==> src/rtl/mac_pkg.sv <==
// Shared MAC definitions: FSM state encoding and preamble/SFD constants.
// The receive side (mac_rx) imports the same package.
package mac_pkg;

    typedef enum logic [2:0] {
        ST_IDLE     = 3'd0,
        ST_PREAMBLE = 3'd1,
        ST_SFD      = 3'd2,
        ST_DATA     = 3'd3,
        ST_IPG      = 3'd4
    } mac_state_e;

    localparam logic [7:0]  PREAMBLE_BYTE = 8'h55;
    localparam logic [7:0]  SFD_BYTE      = 8'hD5;
    localparam int unsigned PREAMBLE_LEN  = 7;

    // Width of the phase (preamble/IPG) and post-SFD byte counters.
    localparam int unsigned CNT_W = 12;

endpackage

==> src/rtl/rr_arb2.sv <==
// Two-way round-robin arbiter. The pick is combinational from the requests
// and the pointer; the pointer only moves when the owning frame ends, and
// then points at the requester that did not own the path.
module rr_arb2 (
    input  logic       clk,
    input  logic       rst_n,
    input  logic [1:0] req,
    input  logic       take,
    input  logic       done,
    output logic [1:0] pick
);

    logic ptr_q, ptr_d;
    logic owner_q, owner_d;

    // Contention resolves by the pointer; a lone request always wins.
    always_comb begin
        pick = req;
        if (req == 2'b11) begin
            pick = ptr_q ? 2'b10 : 2'b01;
        end
    end

    // Remember who owns the path and flip the pointer away from them at frame end.
    always_comb begin
        ptr_d   = ptr_q;
        owner_d = owner_q;
        if (take) begin
            owner_d = pick[1];
        end
        if (done) begin
            ptr_d = ~owner_q;
        end
    end

    // Pointer and owner registers; pointer favours requester 0 after reset.
    always_ff @(posedge clk) begin
        if (!rst_n) begin
            ptr_q   <= 1'b0;
            owner_q <= 1'b0;
        end else begin
            ptr_q   <= ptr_d;
            owner_q <= owner_d;
        end
    end

endmodule

==> src/rtl/mac_tx_arbiter.sv <==
// Two-requester MII transmit arbiter: grants one requester, frames its bytes
// with preamble and SFD, flags aborts on txer and enforces the inter-packet gap.
// Outputs are registered together with the next state, so the driven byte
// always matches the state it belongs to. The gap seen on txen between
// back-to-back frames is the IPG state plus the single IDLE cycle, which is
// why IPG itself counts IPG_BYTES cycles including the trailing-byte cycle.
module mac_tx_arbiter
    import mac_pkg::*;
#(
    parameter int unsigned IPG_BYTES = 12,
    parameter int unsigned MAX_LEN   = 1518
) (
    input  logic       in_txc,
    input  logic       in_rst_n,
    input  logic       in_req0,
    input  logic       in_req1,
    input  logic [7:0] in_data0,
    input  logic [7:0] in_data1,
    input  logic       in_valid0,
    input  logic       in_valid1,
    input  logic       in_last0,
    input  logic       in_last1,
    output logic       out_grant0,
    output logic       out_grant1,
    output logic       out_ready0,
    output logic       out_ready1,
    output logic       out_txen,
    output logic [7:0] out_txd,
    output logic       out_txer
);

    localparam logic [CNT_W-1:0] PRE_LAST = CNT_W'(PREAMBLE_LEN - 1);
    localparam logic [CNT_W-1:0] IPG_LAST = CNT_W'(IPG_BYTES - 1);
    localparam logic [CNT_W-1:0] LEN_MAX  = CNT_W'(MAX_LEN);

    mac_state_e       state_q, state_d;
    logic [CNT_W-1:0] phase_q, phase_d;
    logic [CNT_W-1:0] bytes_q, bytes_d;
    logic [1:0]       grant_q, grant_d;
    logic             txen_q, txen_d;
    logic [7:0]       txd_q, txd_d;
    logic             txer_q, txer_d;

    logic [1:0] pick;
    logic       take, done;
    logic       ready, accept;
    logic       sel_valid, sel_last;
    logic [7:0] sel_data;

    rr_arb2 u_arb (
        .clk   (in_txc),
        .rst_n (in_rst_n),
        .req   ({in_req1, in_req0}),
        .take  (take),
        .done  (done),
        .pick  (pick)
    );

    // Byte handshake: the owner may push while the frame is open and below MAX_LEN.
    always_comb begin
        ready      = ((state_q == ST_SFD) || (state_q == ST_DATA)) && (bytes_q != LEN_MAX);
        out_ready0 = ready & grant_q[0];
        out_ready1 = ready & grant_q[1];
        sel_valid  = grant_q[1] ? in_valid1 : (grant_q[0] & in_valid0);
        sel_last   = grant_q[1] ? in_last1  : in_last0;
        sel_data   = grant_q[1] ? in_data1  : in_data0;
        accept     = ready & sel_valid;
    end

    // Next state, counters and the output byte that goes with the next state.
    always_comb begin
        state_d = state_q;
        phase_d = phase_q;
        bytes_d = bytes_q;
        grant_d = grant_q;
        txen_d  = 1'b0;
        txd_d   = 8'h00;
        txer_d  = 1'b0;
        take    = 1'b0;
        done    = 1'b0;
        case (state_q)
            ST_IDLE: begin
                if (|pick) begin
                    state_d = ST_PREAMBLE;
                    grant_d = pick;
                    take    = 1'b1;
                    phase_d = '0;
                    txen_d  = 1'b1;
                    txd_d   = PREAMBLE_BYTE;
                end
            end
            ST_PREAMBLE: begin
                txen_d = 1'b1;
                if (phase_q == PRE_LAST) begin
                    state_d = ST_SFD;
                    txd_d   = SFD_BYTE;
                    bytes_d = '0;
                end else begin
                    phase_d = phase_q + CNT_W'(1);
                    txd_d   = PREAMBLE_BYTE;
                end
            end
            ST_SFD, ST_DATA: begin
                txen_d  = 1'b1;
                if (accept) begin
                    txd_d   = sel_data;
                    bytes_d = bytes_q + CNT_W'(1);
                    state_d = ST_DATA;
                    if (sel_last) begin
                        state_d = ST_IPG;
                        grant_d = 2'b00;
                        done    = 1'b1;
                        phase_d = '0;
                    end
                end else begin
                    // Underrun, or MAX_LEN reached without last: abort the frame.
                    txer_d  = 1'b1;
                    state_d = ST_IPG;
                    grant_d = 2'b00;
                    done    = 1'b1;
                    phase_d = '0;
                end
            end
            ST_IPG: begin
                if (phase_q == IPG_LAST) begin
                    state_d = ST_IDLE;
                end else begin
                    phase_d = phase_q + CNT_W'(1);
                end
            end
            default: begin
                state_d = ST_IDLE;
                grant_d = 2'b00;
            end
        endcase
    end

    // FSM, counters and registered MII/grant outputs.
    always_ff @(posedge in_txc) begin
        if (!in_rst_n) begin
            state_q <= ST_IDLE;
            phase_q <= '0;
            bytes_q <= '0;
            grant_q <= 2'b00;
            txen_q  <= 1'b0;
            txd_q   <= 8'h00;
            txer_q  <= 1'b0;
        end else begin
            state_q <= state_d;
            phase_q <= phase_d;
            bytes_q <= bytes_d;
            grant_q <= grant_d;
            txen_q  <= txen_d;
            txd_q   <= txd_d;
            txer_q  <= txer_d;
        end
    end

    assign out_grant0 = grant_q[0];
    assign out_grant1 = grant_q[1];
    assign out_txen   = txen_q;
    assign out_txd    = txd_q;
    assign out_txer   = txer_q;

endmodule
==> config.mk <==
export PLATFORM = sky130hd
export DESIGN_NAME = mac_tx_arbiter
export DESIGN_NICKNAME = d
export VERILOG_FILES = /design/src/rtl/mac_pkg.sv /design/src/rtl/rr_arb2.sv /design/src/rtl/mac_tx_arbiter.sv
export SDC_FILE = /design/constraint.sdc
export NUM_CORES = 1
export LEC_CHECK = 0
export ABC_AREA = 1
export CORE_MARGIN = 1
export CORE_UTILIZATION = 40
export DETAILED_ROUTE_END_ITERATION = 10
export SLEW_MARGIN = 20
export SYNTH_ARGS = -nofsm -noshare
export SYNTH_HDL_FRONTEND = slang
export SYNTH_SLANG_ARGS = --single-unit
==> constraint.sdc <==
create_clock -name in_txc -period 2.6 [get_ports in_txc]
set_input_delay 0.26 -clock in_txc [delete_from_list [all_inputs] [get_ports in_txc]]
set_output_delay 0.26 -clock in_txc [all_outputs]
set_load 0.02 [all_outputs]
==> results.toml <==
[run_status]
outcome = "completed"

[synth]
yosys-top-cells-count = "nand2_1 (82), dfxtp_1 (41), nor2_1 (39), inv_1 (35), a21oi_1 (34)"
synth_edf_count = 0
avgSynthCellArea_sq_um = 6.92
synth_top_area_frac = 0.348
synth_cell_types = 32
syn_area_sq_um = 2360
synth-seq-area-share = 0.348
ys_warn_count = 0
async_flop_share = 0
ys_top_cells_by_area = "dfxtp_1 (35%), nand2_1 (13%), a21oi_1 (7.2%)"
ys.flop_type = "dfxtp_1"
synth_nets = 369
syn_inst = 341
yosys.area.top_type = "dfxtp_1"
ys_seq_elements = 41
yosysMostFrequentCell = "nand2_1"

[critical_path]
startpoint = "bytes_q[0]"
end_kind = "output port"
worstSetupPathType = "reg -> out"
startpoint_type = "register"
r2r-start = "phase_q[0]"
critPathRequiredTime_ns = 2.34
crit_fanout = 5
arrival_ns = 2.03

[routing]
vias = 2199
ant_nets = 0
drt_iter0_drc = 90
vias_per_cell = 4.83
wl_per_cell_um = 12.5
route.detailed.drc = 0
routed_wirelength_mm = 5.68
firstDrtPassIters = 4

[sta]
tightest_slew_ns = 0.533
setup_violations = 0
rsz0062_at_grt = "no"
drv_slew = 0
final.setup_skew_ns = 0.00998
finalHoldViolCount = 0
finalSetupTns_ns = 0
post-route-min-period_ns = 2.29
fin_crit_sh = 0.880
slew-limit-headroom = 0.642
clock.fmax_mhz = 437

[hold_path]
hp-class = "reg -> reg"
min_from = "u_arb.owner_q"

[layout]
stdcell_area_sq_um = 2870
final_cells = 455
finalNetCount = 410
synthToLayoutAreaGrowth_pct = 21.9
drive_gt1_frac = 0.149
n_antenna_cell = 0

[clocking]
cts_made_buffers = 5
post_cts_buffers = 0
cts_sinks = 41
cts.hold.buffers_added = 0
post_cts_resized = 0
cts_buffer_depth = 2
cts-root-buf = "clkbuf_8"
clk_latency_ns = 0.30
clk_pin_slew_worst_paths_ns = 0.09
htree_levels = 2
tritoncts = "yes"

[floorplanning]
dieArea_sq_um = 6210
rows = 27
start_util = 0.421
die_y_um = 78.8
core_sq_um = 5610
die_x_um = 78.8
io_pins = 38

[global_route]
use_met1 = 0.291
grt_pass1_vias = 2047
grt_pass1_wl_mm = 9.74
grt_max_degree = 19
grt-busiest-layer = "met2"
grt_use_met2 = 0.292
grt_overflow = 0
track_usage = 0.199
antenna_found_initial = 0
grt_util_met3 = 0.0379

[flow_run]
max_cap_viol_count = 0

[placement]
dp_hpwl_mm = 4.20
place_area_sq_um = 2790
place_inst = 447
place_congestion = 0.844
port_buffers = 37

[power_and_ir_drop]
p_leak_uw = 0.00105
ir_worst_vdd_v = 0.000386
p_per_area_nw_per_um2 = 688
[power breakdown]
part | leakage (uW) | switching, uW | internal (uW)
clock network | 0.0000439 | 248 | 186
logic | 0.000674 | 531 | 265
registers | 0.000333 | 45.2 | 700
[worst paths after layout]
path | end | slack, ns | depth (start not counted)
worst max register to register | bytes_q[4] | 0.69 | 11
worst min register to register | u_arb.owner_q | 0.49 | 2
worst max-delay path | out_ready1 | 0.31 | 8
worst min-delay path | u_arb.owner_q | 0.49 | 2
[state kept, by name, summed over array words and instances (netlist names)]
name,flops
bytes_q,12
phase_q,12
out_txd,8
state_q,3
grant_q,2
out_txen,1
out_txer,1
u_arb.owner_q,1
u_arb.ptr_q,1
[layout by cell type, fill, tap and decap left out, drive strengths merged, types with 2 or more instances in the layout]
master	instances
clkdlybuf4s50	37
clkbuf	5
o22ai	3
buf	2
o21ai	5
dfxtp	41
a21oi	47
mux2i	3
or2	6
nor2	47
xor2	3
ha	4
nand2	94
nand4	6
inv	38
clkinv	3
nor3	3
nand3	28
nand3b	4
[through the flow]
step	utilization	power [uW]	hold slack [ns]	worst slack [ns]
floorplan	-	1350	0.358	1.07
global placement	0.497	1550	0.469	0.658
detailed placement	0.497	1550	0.469	0.625
CTS	0.512	1990	0.487	0.298
global route	0.512	2110	0.496	0.141
finish	0.512	1980	0.491	0.313
[cell type report]
class	count	area, sq um
clock buffer	5	68.8
inverter	39	146
tap	72	90.1
sequential	41	821
timing repair buffer	39	385
fill	588	2730
multi-input combinational	256	1350
clock inverter	3	17.5
[worst max-delay path, stage by stage, from the launching register on]
cell and delay [ns]:
dfxtp_1 0.40, inv_1 0.09, ha_1 0.19, nand2_1 0.06
nor2_1 0.04, nand3_2 0.13, nand2_1 0.11, nor2_1 0.11
clkdlybuf4s50_1 0.60
[cell families after synthesis]
family	synth area share
simple gates	0.376
compound gates	0.149
buf+inv	0.0817
flops	0.348
fa+ha+maj	0.0212
xor+xnor	0.0111
mux	0.0127
[metal layers]
layer,vias to the layer above,routed length [um]
met5,-,0
met4,0,64
met3,6,146
met2,25,2420
met1,985,3050
li1,1183,-
Power figures use the tool's default switching activity.
